===== src/rtl/rast_sample_scheduler_pkg.sv =====
// rtl/rast_sample_scheduler_pkg.sv - shared widths, types and MSAA codes for the sample scheduler
package rast_sample_scheduler_pkg;

  localparam int SIGFIG = 24;
  localparam int RADIX  = 10;
  localparam int VERTS  = 3;
  localparam int AXIS   = 3;
  localparam int COLORS = 3;

  localparam int TRI_W   = VERTS * AXIS * SIGFIG;
  localparam int COLOR_W = COLORS * SIGFIG;

  // One-hot MSAA mode codes
  localparam logic [3:0] SS_1X  = 4'b1000;
  localparam logic [3:0] SS_4X  = 4'b0100;
  localparam logic [3:0] SS_16X = 4'b0010;
  localparam logic [3:0] SS_64X = 4'b0001;

  // 1.0 in RADIX fixed point
  localparam logic [SIGFIG-1:0] STEP_ONE = SIGFIG'(1) << RADIX;

  typedef logic [SIGFIG-1:0]            word_t;
  typedef logic [1:0][SIGFIG-1:0]       sample_t;  // [0]=x, [1]=y
  typedef logic [1:0][1:0][SIGFIG-1:0]  box_t;     // [0]=LL, [1]=UR
  typedef logic [TRI_W-1:0]             tri_t;
  typedef logic [COLOR_W-1:0]           color_t;

  typedef enum logic {
    WAIT = 1'b0,
    TEST = 1'b1
  } sched_state_t;

endpackage


===== src/rtl/rast_step_gen.sv =====
// rtl/rast_step_gen.sv - maps the one-hot MSAA code to a fixed-point grid step
module rast_step_gen
  import rast_sample_scheduler_pkg::*;
(
  input  logic [3:0]        sub_sample,
  output logic [SIGFIG-1:0] step
);

  // Unknown or empty codes fall back to one sample per pixel
  always_comb begin
    step = STEP_ONE;
    case (sub_sample)
      SS_1X:   step = STEP_ONE;
      SS_4X:   step = STEP_ONE >> 1;
      SS_16X:  step = STEP_ONE >> 2;
      SS_64X:  step = STEP_ONE >> 3;
      default: step = STEP_ONE;
    endcase
  end

endmodule


===== src/rtl/rast_sample_scheduler.sv =====
// rtl/rast_sample_scheduler.sv - walks a triangle's bounding box row-major, one sample per cycle
module rast_sample_scheduler
  import rast_sample_scheduler_pkg::*;
(
  input  logic                  clk,
  input  logic                  rst,
  input  logic [TRI_W-1:0]      tri_R10S,
  input  logic [COLOR_W-1:0]    color_R10U,
  input  logic [4*SIGFIG-1:0]   box_R10S,
  input  logic                  validTri_R10H,
  input  logic [3:0]            subSample_RnnnnU,
  output logic                  halt_RnnnnL,
  input  logic                  ready_R13H,
  output logic [TRI_W-1:0]      tri_R13S,
  output logic [COLOR_W-1:0]    color_R13U,
  output logic [2*SIGFIG-1:0]   sample_R13S,
  output logic                  validSamp_R13H
);

  sched_state_t state_q, state_d;
  tri_t         tri_q, tri_d;
  color_t       color_q, color_d;
  sample_t      sample_q, sample_d;
  sample_t      ur_q, ur_d;
  word_t        ll_x_q, ll_x_d;
  word_t        step_q, step_d;
  word_t        step_w;
  box_t         box_in;

  logic                accept;
  logic                fire;
  logic                x_ok;
  logic                y_ok;
  logic signed [SIGFIG:0] nx;
  logic signed [SIGFIG:0] ny;

  assign box_in = box_R10S;

  rast_step_gen u_step_gen (
    .sub_sample (subSample_RnnnnU),
    .step       (step_w)
  );

  // FSM state register
  always_ff @(posedge clk) begin
    if (rst) state_q <= WAIT;
    else     state_q <= state_d;
  end

  // FSM next state: leave TEST only when the last sample of the box is taken
  always_comb begin
    state_d = state_q;
    if (state_q == WAIT) begin
      if (validTri_R10H) state_d = TEST;
    end else begin
      if (fire && !x_ok && !y_ok) state_d = WAIT;
    end
  end

  // FSM outputs: a sample is valid exactly while a box is being walked
  always_comb begin
    halt_RnnnnL    = (state_q == WAIT);
    validSamp_R13H = (state_q == TEST);
  end

  // Grid stepping; one extra bit so a step past the max coordinate cannot wrap negative
  always_comb begin
    accept   = (state_q == WAIT) && validTri_R10H;
    fire     = (state_q == TEST) && ready_R13H;
    nx       = $signed({sample_q[0][SIGFIG-1], sample_q[0]}) + $signed({1'b0, step_q});
    ny       = $signed({sample_q[1][SIGFIG-1], sample_q[1]}) + $signed({1'b0, step_q});
    x_ok     = nx <= $signed({ur_q[0][SIGFIG-1], ur_q[0]});
    y_ok     = ny <= $signed({ur_q[1][SIGFIG-1], ur_q[1]});
    tri_d    = tri_q;
    color_d  = color_q;
    sample_d = sample_q;
    ur_d     = ur_q;
    ll_x_d   = ll_x_q;
    step_d   = step_q;
    if (accept) begin
      tri_d    = tri_R10S;
      color_d  = color_R10U;
      sample_d = box_in[0];
      ur_d     = box_in[1];
      ll_x_d   = box_in[0][0];
      step_d   = step_w;
    end else if (fire) begin
      if (x_ok) begin
        sample_d[0] = nx[SIGFIG-1:0];
      end else if (y_ok) begin
        sample_d[0] = ll_x_q;
        sample_d[1] = ny[SIGFIG-1:0];
      end
    end
  end

  // Datapath registers; reset clears everything so a mid-box reset leaves no residue
  always_ff @(posedge clk) begin
    if (rst) begin
      tri_q    <= '0;
      color_q  <= '0;
      sample_q <= '0;
      ur_q     <= '0;
      ll_x_q   <= '0;
      step_q   <= '0;
    end else begin
      tri_q    <= tri_d;
      color_q  <= color_d;
      sample_q <= sample_d;
      ur_q     <= ur_d;
      ll_x_q   <= ll_x_d;
      step_q   <= step_d;
    end
  end

  assign tri_R13S    = tri_q;
  assign color_R13U  = color_q;
  assign sample_R13S = sample_q;

endmodule


===== config.mk =====
export PLATFORM = sky130hd
export DESIGN_NAME = rast_sample_scheduler
export DESIGN_NICKNAME = d
export VERILOG_FILES = /design/src/rtl/rast_sample_scheduler_pkg.sv /design/src/rtl/rast_step_gen.sv /design/src/rtl/rast_sample_scheduler.sv
export SDC_FILE = /design/constraint.sdc
export NUM_CORES = 1
export LEC_CHECK = 0
export ABC_AREA = 1
export ABC_CLOCK_PERIOD_IN_PS = 4700
export CORE_AREA = 2 2 281 283
export CTS_CLUSTER_DIAMETER = 150
export DETAILED_ROUTE_END_ITERATION = 12
export DIE_AREA = 0 0 283 285
export PLACE_DENSITY = 0.56
export SYNTH_ARGS = -nofsm -noshare
export SYNTH_HDL_FRONTEND = slang
export SYNTH_SLANG_ARGS = --single-unit

===== constraint.sdc =====
create_clock -name clk -period 4.7 [get_ports clk]
set_input_delay 0.94 -clock clk [delete_from_list [all_inputs] [get_ports clk]]
set_output_delay 0.94 -clock clk [all_outputs]
set_load 0.05 [all_outputs]

==> impl_metrics.env <==
export IMPL_grt_ovfl_total=0
export IMPL_cellInternalPower_mw=7.68
export IMPL_numCtsBuffers=50
export IMPL_synth_seq_cells=413
export IMPL_insertion_delay_ns=0.58
export IMPL_clock_sinks=413
export IMPL_p_seq_frac=0.340
export IMPL_portBuffers=729
export IMPL_end_kind="register"
export IMPL_rsz0062_at_grt="false"
export IMPL_power_leakage_nw=11.2
export IMPL_r2r_cells=25
export IMPL_grt_use_total=0.168
export IMPL_dpl_worst_slack_ns=0.328
export IMPL_fill_cells=8212
export IMPL_slew_violations=0
export IMPL_period_share=0.901
export IMPL_core_area_um2=78000
export IMPL_wl_mm=70.5
export IMPL_whs_ns=0.456
export IMPL_firstDrtPassIters=5
export IMPL_period_minus_slack_ns=4.23
export IMPL_peakVddDrop_mv=0.296
export IMPL_status="finished clean"
export IMPL_nNetsFinal=3483
export IMPL_synth_cell_types=38
export IMPL_die_h_um=285
export IMPL_p_sw_mw=4.30
export IMPL_fmax_mhz=236
export IMPL_dp_hpwl_mm=52.4
export IMPL_synth_top_family_by_area="simple AND/OR/NAND/NOR gates"
export IMPL_drc=0
export IMPL_htree_levels=2
export IMPL_hold_path_class="register to register"
export IMPL_switching_share=0.359
export IMPL_start_kind="register"
export IMPL_yosys_area_share_simple=0.266
export IMPL_fin_tns_setup_ns=0
export IMPL_die_area_um2=80700
export IMPL_min_path_cells=2
export IMPL_antenna_left=0
export IMPL_drive_above_1_share=0.0407
export IMPL_worstMarginPinSlew_ns=0.765
export IMPL_synthTopCellsByArea="dfxtp_1 48%, nor2_1 15%, o21ai_0 11%"
export IMPL_cts_tree="yes"
export IMPL_ios=730
export IMPL_worstSetupPathType="register to register"
export IMPL_post_synth_top_area_fraction=0.479
export IMPL_worst_slack_ns=0.467
export IMPL_skew_ns=0.0179
export IMPL_cp_data_required_time_ns=5.21
export IMPL_ys_warn_count=0
export IMPL_setup_violations=0
export IMPL_synth_seq_area_share=0.479
export IMPL_synth_compound_area_frac=0.138
export IMPL_first_iter_violations=1012
export IMPL_synth_area_per_cell_um2=7.26
export IMPL_slew_headroom=0.489
export IMPL_grt_max_degree=156
export IMPL_viasPerCell=4.22
export IMPL_syn_nets=2827
export IMPL_cap_violations=0
export IMPL_crit_path_top_delay_cell="fa_1"
export IMPL_ff2ff_setup_slack_ns=0.47
export IMPL_grt_pass1_wl_mm=105
export IMPL_yosysTopAreaCell="dfxtp_1"
export IMPL_clockRootBuffer="clkbuf_16"
export IMPL_yosys_area_share_adder=0.0444
export IMPL_power_share_combinational=0.323
export IMPL_rows=103
export IMPL_syn_to_final_growth_pct=58.3
export IMPL_arrival_ns=4.74
export IMPL_muxShareOfSynthArea=0
export IMPL_cts_buffer_depth=3
export IMPL_critPathMaxStageDelay_ns=0.41
export IMPL_power_density_nw_per_um2=439
export IMPL_power_share_clock=0.337
export IMPL_worst_path_max_fanout=25
export IMPL_syn_area_um2=17200
export IMPL_gp_congestion=0.848
export IMPL_cts_setup_buffers=0
export IMPL_cts_clk_slew_worst_paths_ns=0.06
export IMPL_die_x_um=283
export IMPL_vias=17400
export IMPL_hold_viol=0
export IMPL_crit_top_cell="nor2_1"
export IMPL_synthXorXnorAreaFrac=0.00965
export IMPL_antenna_found_initial=16
export IMPL_grt_pass1_vias=17000
export IMPL_syn_instance_count=2375
export IMPL_wl_per_cell_um=17.1
export IMPL_initial_core_util=0.221
## layout by cell type (no fill, tap or decap), types with 2 or more instances in the layout
cell             netlist  layout
and2_1                 3       3
dfxtp_1              413     413
nand3b_1              30      30
a21o_1                 4       4
inv_6                  1       4
clkdlybuf4s50_1        0     729
and3_1                 2       2
clkbuf_8               0      13
nor2_2                11      11
nand2_1              304     303
bufinv_16              0       5
nand4_1               14      14
fa_1                   2       2
clkbuf_1             129      14
nand3_1               54      54
a31oi_1                3       3
ha_1                  58      58
clkinv_2               0       5
nor3_1                 5       5
diode_2                0       6
inv_1                131     130
buf_12                 0       7
nor2_1               693     693
nand2_4                4       4
buf_4                  2      13
a21oi_1               96      96
inv_8                  0       2
xor2_1                18      18
nor4_1                 6       6
o21ai_0              364     364
clkbuf_16              0      50
## critical path, delay by kind of cell, from the launching register on
kind / cells / cell delay (ns)
xor gates and xnor gates: 1 / 0.24
DFF: 1 / 0.35
adders and majority gates: 3 / 0.88
buffers and inverters: 4 / 0.48
AOI/OAI and AO/OA: 1 / 0.23
and+or+nand+nor: 16 / 1.98
## synthesized netlist by cell type, drive strengths merged
cell type / instances
a211oi: 1
a21o: 4
a21oi: 96
a31oi: 3
a32oi: 1
and2: 3
and3: 2
buf: 16
clkbuf: 129
dfxtp: 413
fa: 2
ha: 58
inv: 134
nand2: 309
nand3: 54
nand3b: 30
nand4: 15
nor2: 705
nor3: 5
nor4: 7
o21a: 1
o21ai: 366
or2: 2
xnor2: 1
xor2: 18
## per-stage QoR
stage | util | cell area (um2) | total power [mW] | cells
after floorplan | - | 17200 | 6.56 | 2375
after CTS | 0.350 | 27300 | 12.1 | 4122
after global routing | 0.350 | 27300 | 12.7 | 4128
after global placement | 0.328 | 25600 | 8.02 | 4029
final | 0.350 | 27300 | 12.0 | 4128
after detailed placement | 0.328 | 25600 | 8.04 | 4029
## layer usage
layer | vias up | part of all wire | global-route usage
met1 | 7874 | 0.42 | 0.197
met5 | - | 0.0014 | 0
met2 | 476 | 0.48 | 0.286
li1 | 8938 | - | -
met4 | 14 | 0.027 | 0.0539
met3 | 108 | 0.077 | 0.0574
## power groups by stage
stage	clock network, mW	logic [mW]	registers (mW)
detailed placement	0	3.89	4.15
global placement	0	3.88	4.13
global route	4.31	4.23	4.11
finish	4.04	3.87	4.07
CTS	4.17	3.91	4.07
floorplan	0	1.45	5.10
## registers in the layout, summed over array words and instances, names as in the netlist
name,cells
sample_R13S,48
ll_x_q,24
step_q,4
ur_q,48
color_R13U,72
tri_R13S,216
validSamp_R13H,1
## layout make-up
class	count	area (um2)	area share
antenna	6	15.0	0.000550
inverter	134	523	0.0192
clock buffer	77	1480	0.0543
sequential	413	8270	0.303
clock inverter	16	234	0.00857
tap	1050	1310	0.0481
multi-input combinational	1683	7930	0.290
timing repair buffer	749	7530	0.276
## repair_timing
action / in CTS / in global routing
hold buffers: 0 / 0
resized for setup: 0 / 2
setup endpoints to repair: 0 / 28
## cells by family after synthesis
| group | Yosys count |
|---|---|
| AOI/OAI and AO/OA | 472 |
| and+or+nand+nor | 1132 |
| adders and majority gates | 60 |
| DFF | 413 |
| buffers and inverters | 279 |
| xor gates and xnor gates | 19 |
## worst paths after layout
kind                                startpoint         endpoint
worst max-delay path            sample_R13S[7]  sample_R13S[33]
worst min-delay path                  ur_q[26]         ur_q[26]
worst max register to register  sample_R13S[7]  sample_R13S[33]
worst min register to register        ur_q[26]         ur_q[26]
Note: power is estimated with default switching activity, not from simulation.
